## src/rtl/rice_core_pkg.sv

```systemverilog
// Shared core package: memory access descriptor, bus arbiter state and
// owner types, plus strobe, replication, extension and legality helpers.
package rice_core_pkg;

    typedef enum logic [1:0] {
        ACCESS_NONE  = 2'b00,
        ACCESS_LOAD  = 2'b01,
        ACCESS_STORE = 2'b10
    } rice_core_access_type;

    // Encodings 011, 110 and 111 are undefined and rejected as illegal.
    typedef enum logic [2:0] {
        MODE_B  = 3'b000,
        MODE_H  = 3'b001,
        MODE_W  = 3'b010,
        MODE_BU = 3'b100,
        MODE_HU = 3'b101
    } rice_core_access_mode;

    typedef struct packed {
        rice_core_access_type access_type;
        rice_core_access_mode access_mode;
    } rice_core_memory_access;

    typedef enum logic [1:0] {
        ARB_IDLE     = 2'b00,
        ARB_REQUEST  = 2'b01,
        ARB_RESPONSE = 2'b10,
        ARB_ERROR    = 2'b11
    } rice_core_bus_arbiter_state;

    typedef enum logic {
        BUS_OWNER_FETCH = 1'b0,
        BUS_OWNER_DATA  = 1'b1
    } rice_core_bus_owner;

    // Byte enables for an access of the given size at the given byte offset.
    function automatic logic [3:0] access_strobe(input rice_core_access_mode mode,
                                                 input logic [1:0] offset);
        case (mode)
            MODE_B, MODE_BU: access_strobe = 4'b0001 << offset;
            MODE_H, MODE_HU: access_strobe = offset[1] ? 4'b1100 : 4'b0011;
            MODE_W:          access_strobe = 4'b1111;
            default:         access_strobe = 4'b0000;
        endcase
    endfunction

    // Replicate right-justified store data across every lane it may occupy.
    function automatic logic [31:0] write_replicate(input rice_core_access_mode mode,
                                                    input logic [31:0] data);
        case (mode)
            MODE_B, MODE_BU: write_replicate = {4{data[7:0]}};
            MODE_H, MODE_HU: write_replicate = {2{data[15:0]}};
            default:         write_replicate = data;
        endcase
    endfunction

    // Pick the addressed lane out of a raw word and sign- or zero-extend it.
    function automatic logic [31:0] load_extend(input rice_core_access_mode mode,
                                                input logic [1:0] offset,
                                                input logic [31:0] word);
        logic [31:0] shifted;
        logic [15:0] half;
        shifted = word >> {offset, 3'b000};
        half    = offset[1] ? word[31:16] : word[15:0];
        case (mode)
            MODE_B:  load_extend = {{24{shifted[7]}}, shifted[7:0]};
            MODE_BU: load_extend = {24'h0, shifted[7:0]};
            MODE_H:  load_extend = {{16{half[15]}}, half};
            MODE_HU: load_extend = {16'h0, half};
            default: load_extend = word;
        endcase
    endfunction

    // A data access is illegal if it has no type, an undefined mode, or is
    // misaligned for its size.
    function automatic logic access_illegal(input rice_core_memory_access access,
                                            input logic [1:0] offset);
        logic bad_type;
        bad_type = (access.access_type != ACCESS_LOAD) &&
                   (access.access_type != ACCESS_STORE);
        case (access.access_mode)
            MODE_B, MODE_BU: access_illegal = bad_type;
            MODE_H, MODE_HU: access_illegal = bad_type || offset[0];
            MODE_W:          access_illegal = bad_type || (offset != 2'b00);
            default:         access_illegal = 1'b1;
        endcase
    endfunction

endpackage

```

## src/rtl/rice_core_bus_data_aligner.sv

```systemverilog
// Combinational lane logic for the bus arbiter: strobes and write-data
// replication on the request side, lane extraction on the response side.
module rice_core_bus_data_aligner
    import rice_core_pkg::*;
(
    input  rice_core_access_mode req_mode,
    input  logic [1:0]           req_offset,
    input  logic [31:0]          req_write_data,
    output logic [3:0]           req_strobe,
    output logic [31:0]          req_aligned_data,
    input  rice_core_access_mode rsp_mode,
    input  logic [1:0]           rsp_offset,
    input  logic [31:0]          rsp_read_data,
    output logic [31:0]          rsp_load_data
);

    // Request lanes and response extraction are independent pure functions.
    always_comb begin
        req_strobe       = access_strobe(req_mode, req_offset);
        req_aligned_data = write_replicate(req_mode, req_write_data);
        rsp_load_data    = load_extend(rsp_mode, rsp_offset, rsp_read_data);
    end

endmodule

```

## src/rtl/rice_core_bus_arbiter.sv

```systemverilog
// Single-port bus arbiter between instruction fetch and load/store.
// One transaction outstanding; illegal data or misaligned fetch accesses
// are answered with an error without touching the bus.
// Build option: RICE_CORE_BUS_ARBITER_ROUND_ROBIN_EN selects round-robin
// arbitration; otherwise data has fixed priority over fetch.
module rice_core_bus_arbiter
    import rice_core_pkg::*;
#(
    parameter int ADDRESS_WIDTH = 32
) (
    input  logic                     i_clk,
    input  logic                     i_rst_n,
    input  logic                     i_fetch_valid,
    output logic                     o_fetch_ready,
    input  logic [ADDRESS_WIDTH-1:0] i_fetch_address,
    output logic                     o_fetch_response_valid,
    output logic [31:0]              o_fetch_data,
    output logic                     o_fetch_error,
    input  logic                     i_data_valid,
    output logic                     o_data_ready,
    input  logic [ADDRESS_WIDTH-1:0] i_data_address,
    input  rice_core_memory_access   i_data_access,
    input  logic [31:0]              i_data_write_data,
    output logic                     o_data_response_valid,
    output logic [31:0]              o_data_read_data,
    output logic                     o_data_error,
    output logic                     o_bus_valid,
    input  logic                     i_bus_ready,
    output logic [ADDRESS_WIDTH-1:0] o_bus_address,
    output logic                     o_bus_write,
    output logic [3:0]               o_bus_strobe,
    output logic [31:0]              o_bus_write_data,
    input  logic                     i_bus_response_valid,
    input  logic [31:0]              i_bus_read_data,
    input  logic                     i_bus_error
);

    rice_core_bus_arbiter_state state;
    rice_core_bus_owner         owner;
    rice_core_access_mode       reg_mode;
    logic [1:0]                 reg_offset;
    logic                       reg_store;

    logic                       grant_fetch;
    logic                       grant_data;
    logic [ADDRESS_WIDTH-1:0]   req_address;
    rice_core_access_mode       req_mode;
    logic                       req_store;
    logic                       req_illegal;
    logic [3:0]                 req_strobe;
    logic [31:0]                req_aligned_data;
    logic [31:0]                rsp_load_data;
    logic [31:0]                rsp_data;

`ifdef RICE_CORE_BUS_ARBITER_ROUND_ROBIN_EN
    rice_core_bus_owner last_grant;

    // Remember who was granted last so a contested grant alternates.
    always_ff @(posedge i_clk) begin
        if (!i_rst_n) begin
            last_grant <= BUS_OWNER_FETCH;
        end else if (grant_data) begin
            last_grant <= BUS_OWNER_DATA;
        end else if (grant_fetch) begin
            last_grant <= BUS_OWNER_FETCH;
        end
    end
`endif

    // Grant at most one requester, and only while idle and out of reset.
    always_comb begin
        // NOTE: every always_comb output gets a default first so no path
        // leaves it unassigned and infers a latch.
        grant_fetch = 1'b0;
        grant_data  = 1'b0;
        if (i_rst_n && state == ARB_IDLE) begin
`ifdef RICE_CORE_BUS_ARBITER_ROUND_ROBIN_EN
            if (i_fetch_valid && i_data_valid) begin
                grant_data  = (last_grant == BUS_OWNER_FETCH);
                grant_fetch = (last_grant == BUS_OWNER_DATA);
            end else begin
                grant_data  = i_data_valid;
                grant_fetch = i_fetch_valid;
            end
`else
            grant_data  = i_data_valid;
            grant_fetch = i_fetch_valid && !i_data_valid;
`endif
        end
    end

    assign o_fetch_ready = grant_fetch;
    assign o_data_ready  = grant_data;

    // Attributes of the winning request; fetch behaves as an aligned word read.
    always_comb begin
        req_address = i_fetch_address;
        req_mode    = MODE_W;
        req_store   = 1'b0;
        req_illegal = (i_fetch_address[1:0] != 2'b00);
        if (grant_data) begin
            req_address = i_data_address;
            req_mode    = i_data_access.access_mode;
            req_store   = (i_data_access.access_type == ACCESS_STORE);
            req_illegal = access_illegal(i_data_access, i_data_address[1:0]);
        end
    end

    rice_core_bus_data_aligner u_aligner (
        .req_mode         (req_mode),
        .req_offset       (req_address[1:0]),
        .req_write_data   (i_data_write_data),
        .req_strobe       (req_strobe),
        .req_aligned_data (req_aligned_data),
        .rsp_mode         (reg_mode),
        .rsp_offset       (reg_offset),
        .rsp_read_data    (i_bus_read_data),
        .rsp_load_data    (rsp_load_data)
    );

    // Stores and failed accesses return zero data.
    assign rsp_data = (reg_store || i_bus_error) ? 32'h0 : rsp_load_data;

    // Transaction FSM with every bus and response output registered.
    always_ff @(posedge i_clk) begin
        // NOTE: datapath registers are reset as well so every output reads 0
        // straight out of reset, and a reset mid-transaction leaves nothing behind.
        if (!i_rst_n) begin
            state                  <= ARB_IDLE;
            owner                  <= BUS_OWNER_FETCH;
            reg_mode               <= MODE_W;
            reg_offset             <= 2'b00;
            reg_store              <= 1'b0;
            o_bus_valid            <= 1'b0;
            o_bus_address          <= '0;
            o_bus_write            <= 1'b0;
            o_bus_strobe           <= 4'b0000;
            o_bus_write_data       <= 32'h0;
            o_fetch_response_valid <= 1'b0;
            o_fetch_data           <= 32'h0;
            o_fetch_error          <= 1'b0;
            o_data_response_valid  <= 1'b0;
            o_data_read_data       <= 32'h0;
            o_data_error           <= 1'b0;
        end else begin
            // NOTE: non-blocking assignments throughout, so the response
            // strobes below can default low and be overridden in the same cycle.
            o_fetch_response_valid <= 1'b0;
            o_data_response_valid  <= 1'b0;
            case (state)
                ARB_IDLE: begin
                    if (grant_fetch || grant_data) begin
                        owner      <= grant_data ? BUS_OWNER_DATA : BUS_OWNER_FETCH;
                        reg_mode   <= req_mode;
                        reg_offset <= req_address[1:0];
                        reg_store  <= req_store;
                        if (req_illegal) begin
                            state <= ARB_ERROR;
                            if (grant_data) begin
                                o_data_response_valid <= 1'b1;
                                o_data_read_data      <= 32'h0;
                                o_data_error          <= 1'b1;
                            end else begin
                                o_fetch_response_valid <= 1'b1;
                                o_fetch_data           <= 32'h0;
                                o_fetch_error          <= 1'b1;
                            end
                        end else begin
                            state            <= ARB_REQUEST;
                            o_bus_valid      <= 1'b1;
                            o_bus_address    <= {req_address[ADDRESS_WIDTH-1:2], 2'b00};
                            o_bus_write      <= req_store;
                            o_bus_strobe     <= req_strobe;
                            o_bus_write_data <= req_store ? req_aligned_data : 32'h0;
                        end
                    end
                end
                ARB_REQUEST: begin
                    if (i_bus_ready) begin
                        o_bus_valid <= 1'b0;
                        state       <= ARB_RESPONSE;
                    end
                end
                ARB_RESPONSE: begin
                    if (i_bus_response_valid) begin
                        state <= ARB_IDLE;
                        if (owner == BUS_OWNER_DATA) begin
                            o_data_response_valid <= 1'b1;
                            o_data_read_data      <= rsp_data;
                            o_data_error          <= i_bus_error;
                        end else begin
                            o_fetch_response_valid <= 1'b1;
                            o_fetch_data           <= rsp_data;
                            o_fetch_error          <= i_bus_error;
                        end
                    end
                end
                ARB_ERROR: begin
                    state <= ARB_IDLE;
                end
                default: begin
                    state <= ARB_IDLE;
                end
            endcase
        end
    end

endmodule

```

## config.mk

```make
export PLATFORM = sky130hd
export DESIGN_NAME = rice_core_bus_arbiter
export DESIGN_NICKNAME = d
export VERILOG_FILES = /design/src/rtl/rice_core_pkg.sv /design/src/rtl/rice_core_bus_data_aligner.sv /design/src/rtl/rice_core_bus_arbiter.sv
export SDC_FILE = /design/constraint.sdc
export NUM_CORES = 1
export LEC_CHECK = 0
export ABC_AREA = 1
export CORE_MARGIN = 2
export CORE_UTILIZATION = 25
export DETAILED_ROUTE_END_ITERATION = 16
export GPL_TIMING_DRIVEN = 0
export HOLD_SLACK_MARGIN = 0.02
export PLACE_DENSITY_LB_ADDON = 0.3
export SYNTH_ARGS = -nofsm -noshare
export SYNTH_HDL_FRONTEND = slang
export SYNTH_SLANG_ARGS = --single-unit
```

## constraint.sdc

```tcl
create_clock -name i_clk -period 2.15 [get_ports i_clk]
set_input_delay 0.43 -clock i_clk [delete_from_list [all_inputs] [get_ports i_clk]]
set_output_delay 0.43 -clock i_clk [all_outputs]
set_load 0.03 [all_outputs]
```

# ---- Word level (Yosys, flattened, before mapping)
# Cells that the tools add are included.
dict set report classes {
  n_eq_ne 26
  shift 2
  muxes 59
  bitwise_logic 1
  n_reduce_logical 26
}
# op count
set ops {}
lappend ops {{32-bit 2-to-1 mux} 13}
lappend ops {{32-bit one-hot mux with 2 select lines} 3}
lappend ops {{32-bit one-hot mux with 4 select lines} 1}
lappend ops {{32-bit by 5-bit >> shifter with 8-bit output} 1}
lappend ops {{1-bit 2-to-1 mux} 27}
lappend ops {{3-bit equality test (second input constant)} 6}
lappend ops {{2-bit inequality test (second input constant)} 9}
lappend ops {{16-bit 2-to-1 mux} 1}
lappend ops {{4-bit one-hot mux with 3 select lines} 1}
lappend ops {{6-bit AND reduction} 2}
lappend ops {{1-bit one-hot mux with 2 select lines} 5}
lappend ops {{3-bit by 1-bit equality test with 1-bit output (second input constant)} 3}
lappend ops {{3-bit zero test} 3}
lappend ops {{2-bit 2-to-1 mux} 4}
lappend ops {{2-bit one-hot mux with 4 select lines} 1}
lappend ops {{2-bit nonzero test} 4}
lappend ops {{2-bit OR reduction} 4}
lappend ops {{2-bit equality test (second input constant)} 3}
lappend ops {{3-bit by 2-bit equality test with 1-bit output (second input constant)} 2}
lappend ops {{3-bit AND reduction} 2}
lappend ops {{1-bit logical OR} 4}
lappend ops {{4-bit 2-to-1 mux} 1}
lappend ops {{2-bit by 1-bit inequality test with 1-bit output (second input constant)} 2}
lappend ops {{4-bit AND reduction} 1}
lappend ops {{other kinds (9)} 11}
dict set report word_totals {
  register_bits 145
  out_inout_bits 140
  word_cells 130
}

# ---- Depth between registers and ports, before layout
# Gate-level depths: netlist of the first run.
dict set report depth {
  ltp_word 8
  ltp_mapped 12
}

# ---- Modules after synthesis
# From an unflattened synthesis of the first run, not the netlist that was laid out.
dict set report unflattened {
  cells_unflattened 1140
  area_unflattened_um2 7342.0
}
# module n_inst cells_per_inst area_each_um2
set modules_own_cells {}
lappend modules_own_cells {rice_core_bus_arbiter 1 840 5968.2}
lappend modules_own_cells {rice_core_bus_data_aligner 1 300 1373.8}

# ---- Worst setup path before layout of the first run
# OpenSTA, ideal clock, no wires.
dict set report synth_path {
  kind {in2out}
  start {input port i_data_valid}
  end {output port o_data_ready}
  arrival_ns 1.348
  required_ns 1.720
  setup_slack_ns 0.372
  cell_stages 4
  n_path_buf 2
  path_cell_list {buf_2 nand3_4 inv_4 clkbuf_1}
}
dict set report synth_via {
  elab_chain_cells 1
}
# element line_no
set synth_lines {}
lappend synth_lines {{start: declaration} rice_core_bus_arbiter.sv:19} ;# input logic i_data_valid,
lappend synth_lines {{1-bit 2-to-1 mux} rice_core_bus_arbiter.sv:76} ;# if (i_rst_n && state == ARB_IDLE) begin
lappend synth_lines {{end: declaration} rice_core_bus_arbiter.sv:20} ;# output logic o_data_ready,
# Every way passes these cells.

# ---- Worst setup path after layout of the first run
dict set report layout_path {
  start {register state[0]}
  end {output port o_data_ready}
}
dict set report layout_via {
  elab_chain_cells 3
}
# element line_no
set layout_lines {}
lappend layout_lines {{start: declaration} rice_core_bus_arbiter.sv:38} ;# rice_core_bus_arbiter_state state;
lappend layout_lines {{start signal: assignment} rice_core_bus_arbiter.sv:129} ;# state <= ARB_IDLE;
lappend layout_lines {{start signal: assignment} rice_core_bus_arbiter.sv:158} ;# state <= ARB_ERROR;
lappend layout_lines {{start signal: assignment} rice_core_bus_arbiter.sv:169} ;# state <= ARB_REQUEST;
lappend layout_lines {{2-bit zero test} rice_core_bus_arbiter.sv:76}
lappend layout_lines {{1-bit logical AND} rice_core_bus_arbiter.sv:76}
lappend layout_lines {{1-bit 2-to-1 mux} rice_core_bus_arbiter.sv:76}
# Every way passes these cells.

==> flow_metrics.tcl, run 1 <==
set metrics [dict create \
    finalWorstPathRequiredPeriod_ns 2.07 \
    routabilityCongestion 0.879 \
    grt_first_pass_wirelength_microns 41400 \
    critical_path_arrival_ns 1.64 \
    post-route-period-util_pct 96.2 \
    layout.cells.most_common "sky130_fd_sc_hd__nand2_1" \
    path_class "flop to primary output" \
    fillerInstances 2721 \
    total_switching_power_uw 2830 \
    hold_buffers 0 \
    cts_buffers 17 \
    layout_common_cells "282 x sky130_fd_sc_hd__nand2_1, 273 x sky130_fd_sc_hd__clkdlybuf4s50_1, 144 x sky130_fd_sc_hd__dfxtp_1, 132 x sky130_fd_sc_hd__a21oi_1, 109 x sky130_fd_sc_hd__nor2_1" \
    worstReg2RegStart "state[0]" \
    synth_enable_flop_cells 0 \
    powerDensity_nw_per_um2 817 \
    async_flop_share_pct 0 \
    power_switching_share_pct 32.7 \
    cp_slowest_cell "sky130_fd_sc_hd__dfxtp_1" \
    syn-cell-area_sq_um 6720 \
    detailroute.via_count 7686 \
    top_flip_flop_cell_by_instance_count_after_synthesis "sky130_fd_sc_hd__dfxtp_1" \
    cts_buffer_depth 2 \
    critical_path.endpoint_type "primary output" \
    status "completed" \
    root_buffer "sky130_fd_sc_hd__clkbuf_16" \
    grt_overflow 0 \
    leakagePower_uw 0.00435 \
    timing.critical_path.required_ns 1.72 \
    finalSetupTns_ns 0 \
    p_int_uw 5840 \
    postSynthRegisterBits 145 \
    port_buffers 276 \
    h-tree-depth 4 \
    final-max-slew-violation-count 0 \
    critical_path.cell_chain "nor2_4 > nand3_4 > inv_4 > buf_4 > buf_4" \
    power_share_of_the_sequential_group_pct 35.5 \
    totalPowerFinal_uw 8670 \
    avgViaCountPerCell 4.70 \
    max-cap-violations 0 \
    cpPeakStageDelay_ns 0.36 \
    residual_drc 0 \
    worst-path-max-fanout 10 \
    drt-total-wl_microns 27100 \
    hold-worst-slack_ns 0.461 \
    comb_power_share_pct 26.9 \
    drtIter0Drc 626 \
    dp_hpwl_microns 20700 \
    hold_viol 0 \
    yosysSeqAreaShare_pct 43.2 \
    finish.net_count 1427 \
    core-area_sq_um 26200 \
    clkPwrFrac_pct 37.5 \
    effective_utilization_at_floorplan_pct 25.6 \
    floorplan_die_width_microns 168 \
    tritoncts "built" \
    antenna_violating_nets_post_route 0 \
    wl_per_cell_microns 16.6 \
    grt_util_all_layers_pct 18.8 \
    die_area_sq_um 28200 \
    grt_pass1_vias 7404 \
    clk_pin_slew_worst_paths_ns 0.07 \
    setup_viol 0 \
    top_level_pins 280 \
    ys.warnings.count 0 \
    dp_slack_ns -0.886 \
    grt_antenna_before_repair 1 \
    clk_latency_ns 0.43 \
    slew_worst_pin_ns 0.616 \
    area.growth.synth_to_final_pct 57.9 \
    maximum_number_of_pins_on_one_net_before_global_route_repair 17 \
    synthesis.area_per_instance_sq_um 6.82 \
    timing.hold.worst.start "o_bus_write_data[2]" \
    row_count 59 \
    ir_drop_v 0.000426 \
    drive_gt1_share_pct 7.47 \
    drt_pre_antenna_iters 5 \
    worstHoldPathType "flop to flop" \
    max_slew_margin_pct 58.9 \
    critPathMostFrequentCell "sky130_fd_sc_hd__buf_4" \
    clock_sink_count 145 \
    crit_path_start_kind "flop" \
    post_synth_inst_count 985 \
    fmax_ghz 0.484 \
    synth.lib_cells_used.distinct 40 \
    fp.dieH_microns 168 \
    fin_skew_ns 0.0129 \
    fin_ws_ns 0.0819 \
    crit_path_start "state[0]" \
]
==> metrics by stage <==
| stage | utilization, % | cell area, sq um | cells |
|---|---|---|---|
| floorplan | - | 6720 | 986 |
| global placement | 37.8 | 9900 | 1597 |
| detailed placement | 37.8 | 9900 | 1597 |
| CTS | 40.2 | 10500 | 1630 |
| global route | 40.5 | 10600 | 1634 |
| finish | 40.5 | 10600 | 1635 |
==> per-layer routing <==
layer	part of all wire [%]	wire length, microns	track usage (%)	vias up
li1	-	-	-	3822
met1	45	12100	24.4	3505
met2	45	12300	30.4	326
met3	8.4	2290	5.67	33
met4	1.5	419	5.22	0
met5	0	0	0	-
==> worst paths after layout <==
path / cells past startpoint / to / slack (ns)
setup / recovery: 5 / o_data_ready / 0.08
hold / removal: 2 / o_bus_write_data[2] / 0.46
setup reg to reg: 11 / o_bus_address[15] / 0.16
hold reg to reg: 2 / o_bus_write_data[2] / 0.46
==> Yosys cell counts, types with 2 or more instances <==
master                     instances  share of area (%)
sky130_fd_sc_hd__inv_1            55                3.1
sky130_fd_sc_hd__o21ai_1          21                1.6
sky130_fd_sc_hd__nand4_1           4               0.37
sky130_fd_sc_hd__nand3_1          12               0.89
sky130_fd_sc_hd__buf_2            20                1.5
sky130_fd_sc_hd__nor2_1          111                6.2
sky130_fd_sc_hd__o211ai_1         12                1.3
sky130_fd_sc_hd__a22oi_1           8               0.89
sky130_fd_sc_hd__nor2_4            3               0.50
sky130_fd_sc_hd__o21ai_0         101                7.5
sky130_fd_sc_hd__buf_6             2               0.34
sky130_fd_sc_hd__buf_4             5               0.56
sky130_fd_sc_hd__inv_2             3               0.17
sky130_fd_sc_hd__nor2_2            3               0.28
sky130_fd_sc_hd__nor3_1            3               0.22
sky130_fd_sc_hd__or2_2             2               0.19
sky130_fd_sc_hd__nand2_1         283                 16
sky130_fd_sc_hd__dfxtp_1         145                 43
sky130_fd_sc_hd__clkbuf_1         34                1.9
sky130_fd_sc_hd__o21ai_4           2               0.48
sky130_fd_sc_hd__nand2_2           3               0.28
sky130_fd_sc_hd__clkinv_1          2               0.11
sky130_fd_sc_hd__nand3b_1          3               0.34
sky130_fd_sc_hd__a21oi_1         132                9.8
==> state kept, by name, summed over array words and instances (netlist names), 2 cells and up <==
register          flops
o_bus_address        30
state                 2
o_fetch_data         32
reg_offset            2
reg_mode              3
o_data_read_data     32
o_bus_write_data     32
o_bus_strobe          4
==> timing repair <==
item,CTS,global route
gates cloned,0,0
pin swaps,2,2
buffers inserted,1,4
resized for setup,13,18
endpoints found under the setup margin,21,58
==> cells by family after synthesis <==
| kind of cell | count (synthesis) | share of synthesized area (%) |
|---|---|---|
| mux | 1 | 0.168 |
| other cells | 1 | 0.0558 |
| simple gates | 431 | 26.0 |
| flops | 145 | 43.2 |
| fa+ha+maj | 1 | 0.186 |
| compound gates | 283 | 22.6 |
| buf+inv | 123 | 7.79 |
==> cell type report <==
class                           count  area, sq um  area share [%]
Clock inverter                     14          205            1.93
Clock buffer                       18          429            4.05
Tap cell                          335          419            3.95
Timing Repair Buffer              281         2800            26.4
Inverter                           61          235            2.22
Antenna cell                        1         2.50          0.0236
Buffer                             62          302            2.84
Sequential cell                   145         2900            27.4
Multi-Input combinational cell    718         3320            31.3
==> power groups by stage <==
stage                     Combinational (uW)  Clock [uW]  Sequential, uW
after floorplan                          813           0            3550
after global placement                  2290           0            3130
after detailed placement                2310           0            3130
after CTS                               2320        3320            3080
after global routing                    2530        3430            3100
final                                   2340        3250            3080
==> critical path, delay by kind of cell (launching register included) <==
kind / cells / cell delay, ns
flops: 1 / 0.36
buf+inv: 3 / 0.51
simple gates: 2 / 0.33
Note: power is estimated with default switching activity, not from simulation.
==> run 2, diff against run 1 <==
--- a/config.mk
+++ b/config.mk
@@ -8,6 +8,8 @@
 export ABC_AREA = 1
 export CORE_MARGIN = 2
 export CORE_UTILIZATION = 25
+export CTS_BUF_LIST = sky130_fd_sc_hd__clkbuf_4 sky130_fd_sc_hd__clkbuf_8
+export CTS_CLUSTER_DIAMETER = 120
 export DETAILED_ROUTE_END_ITERATION = 16
 export GPL_TIMING_DRIVEN = 0
 export HOLD_SLACK_MARGIN = 0.02
==> run 2 against run 1 <==
  * Critical path type unchanged
  * Design area down 1.7%
  * Sequential share of layout area is 0.48 points higher
  * Critical endpoint unchanged
  * Die area did not move
==> flow_metrics.tcl, run 2 (synthesis results as in run 1) <==
set metrics [dict create \
    h-tree-depth 4 \
    postPlaceCellArea_sq_um 9900 \
    layout.cells.most_common "sky130_fd_sc_hd__nand2_1" \
    critical_path.endpoint_type "primary output" \
    routabilityCongestion 0.879 \
    grt_util_all_layers_pct 18.8 \
    met1Wirelength_microns 12000 \
    hold_viol 0 \
    reg_to_reg_endpoint "o_bus_address[15]" \
    cts_buffers 17 \
    max-cap-violations 0 \
    root_buffer "sky130_fd_sc_hd__clkbuf_8" \
    max_slew_margin_pct 59.5 \
    final_util_pct 39.8 \
    grt_first_pass_wirelength_microns 41300 \
    core-area_sq_um 26200 \
    power_switching_share_pct 34.7 \
    avgViaCountPerCell 4.71 \
    top_level_pins 280 \
    final-max-slew-violation-count 0 \
    critical_path_arrival_ns 1.64 \
    grt_pass1_vias 7379 \
    worst-path-max-fanout 10 \
    clk_latency_ns 0.46 \
    residual_drc 0 \
    die_area_sq_um 28200 \
    power_share_of_the_sequential_group_pct 39.0 \
    drtIter0Drc 593 \
    wl_per_cell_microns 16.6 \
    drive_gt1_share_pct 7.62 \
    timing.hold.worst.start "o_bus_write_data[0]" \
    fin_ws_ns 0.0792 \
    critical_path.cell_chain "nor2_4 > nand3_4 > inv_4 > clkbuf_4 > buf_4" \
    layout.cell_area.non_filler_sq_um 10400 \
    detailroute.via_count 7698 \
    port_buffers 276 \
    effective_utilization_at_floorplan_pct 25.6 \
    cpPeakStageDelay_ns 0.39 \
    depth_of_the_worst_hold_timing_path 2 \
    grt_setup_unrepaired "true" \
    clkPwrFrac_pct 31.6 \
    floorplan_die_width_microns 168 \
    grt_antenna_before_repair 1 \
    finalWorstPathRequiredPeriod_ns 2.07 \
    p_int_uw 5160 \
    worstHoldPathType "flop to flop" \
    crit_path_start_kind "flop" \
    reg2reg_slack_ns 0.16 \
    hold-worst-slack_ns 0.464 \
    fp.dieH_microns 168 \
    fmax_ghz 0.483 \
    drt-total-wl_microns 27200 \
    slew_worst_pin_ns 0.607 \
    route.met3.wl_microns 2380 \
    dp_slack_ns -0.886 \
    min_delay_worst_endpoint "o_bus_write_data[0]" \
    post-route-period-util_pct 96.3 \
    area.growth.synth_to_final_pct 55.2 \
    placed_cells 1597 \
    leakagePower_uw 0.00425 \
    layoutNonFillerInstCount 1635 \
    antenna_violating_nets_post_route 0 \
    worstReg2RegStart "state[1]" \
    setup_viol 0 \
    path_class "flop to primary output" \
    clk_pin_slew_worst_paths_ns 0.08 \
    comb_power_share_pct 29.5 \
    total_switching_power_uw 2740 \
    depth_of_the_most_critical_reg_to_reg_path 11 \
    cts_buffer_depth 2 \
    ir_drop_v 0.000369 \
    cp_slowest_cell "sky130_fd_sc_hd__dfxtp_1" \
    routed-wl-met2_microns 12300 \
    dp_hpwl_microns 20700 \
    layout_common_cells "282 x sky130_fd_sc_hd__nand2_1, 273 x sky130_fd_sc_hd__clkdlybuf4s50_1, 144 x sky130_fd_sc_hd__dfxtp_1, 131 x sky130_fd_sc_hd__a21oi_1, 108 x sky130_fd_sc_hd__nor2_1" \
    timing.critical_path.required_ns 1.72 \
    clock_sink_count 145 \
    grt_overflow 0 \
    maximum_number_of_pins_on_one_net_before_global_route_repair 17 \
    finish.net_count 1427 \
    powerDensity_nw_per_um2 757 \
    row_count 59 \
    tritoncts "built" \
    top_signal_layer_used "met4" \
    largest_registers "o_bus_write_data (32), o_data_read_data (32), o_fetch_data (32)" \
    fin_skew_ns 0.0182 \
    status "completed" \
    drt_pre_antenna_iters 5 \
]
run 2: layout make-up:
type / count / area [sq um]
Clock inverter: 14 / 205
Multi-Input combinational cell: 718 / 3330
Inverter: 61 / 235
Tap cell: 335 / 419
Clock buffer: 18 / 241
Fill cell: 2741 / 15800
Timing Repair Buffer: 281 / 2790
Antenna cell: 1 / 2.50
Buffer: 62 / 300
Sequential cell: 145 / 2900
run 2: metrics by stage:
stage / setup TNS [ns] / power, uW
after floorplan: 0 / 4360
after global placement: -51.27 / 5420
after detailed placement: -50.20 / 5440
after CTS: 0 / 7950
after global routing: -0.000699 / 8280
final: 0 / 7900
run 2: how the worst max path moves through the flow:
stage | slack [ns] | cells past startpoint | start | endpoint
after floorplan | 0.37 | 4 | i_data_valid | o_data_ready
after global placement | -0.91 | 5 | i_rst_n | o_data_ready
after detailed placement | -0.89 | 5 | i_rst_n | o_data_ready
after CTS | 0.002 | 8 | reg_mode[0] | o_fetch_data[25]
after global routing | -0.0007 | 5 | state[1] | o_data_ready
final | 0.08 | 5 | state[1] | o_data_ready
run 2: critical path: cells and delay by family (launching register included):
| kind | cells | cell delay (ns) |
|---|---|---|
| buf+inv | 3 | 0.54 |
| simple gates | 2 | 0.25 |
| flops | 1 | 0.39 |
run 2: power groups by stage:
stage | Combinational [uW] | Clock [uW] | Sequential, uW
floorplan | 813 | 0 | 3550
global placement | 2290 | 0 | 3130
detailed placement | 2310 | 0 | 3130
CTS | 2320 | 2550 | 3070
global route | 2520 | 2660 | 3100
finish | 2330 | 2490 | 3080
run 2: routing by layer:
layer / up-vias / global-route usage, %
met5: - / 0
met1: 3519 / 24.4
li1: 3818 / -
met4: 0 / 5.10
met3: 24 / 5.74
met2: 337 / 30.4
run 2: repair_timing:
action                     CTS  global route
pin swaps                    2             2
gates resized for setup     14            15
setup endpoints to repair    8            60
hold buffers                 0             0
buffers inserted             2             3
==> run 3, diff against run 2 <==
--- a/config.mk
+++ b/config.mk
@@ -6,6 +6,7 @@
 export NUM_CORES = 1
 export LEC_CHECK = 0
 export ABC_AREA = 1
+export CAP_MARGIN = 20
 export CORE_MARGIN = 2
 export CORE_UTILIZATION = 25
 export CTS_BUF_LIST = sky130_fd_sc_hd__clkbuf_4 sky130_fd_sc_hd__clkbuf_8
==> results of run 3 <==
Same layout as run 2: the final DEF is identical, and so are final timing and power.
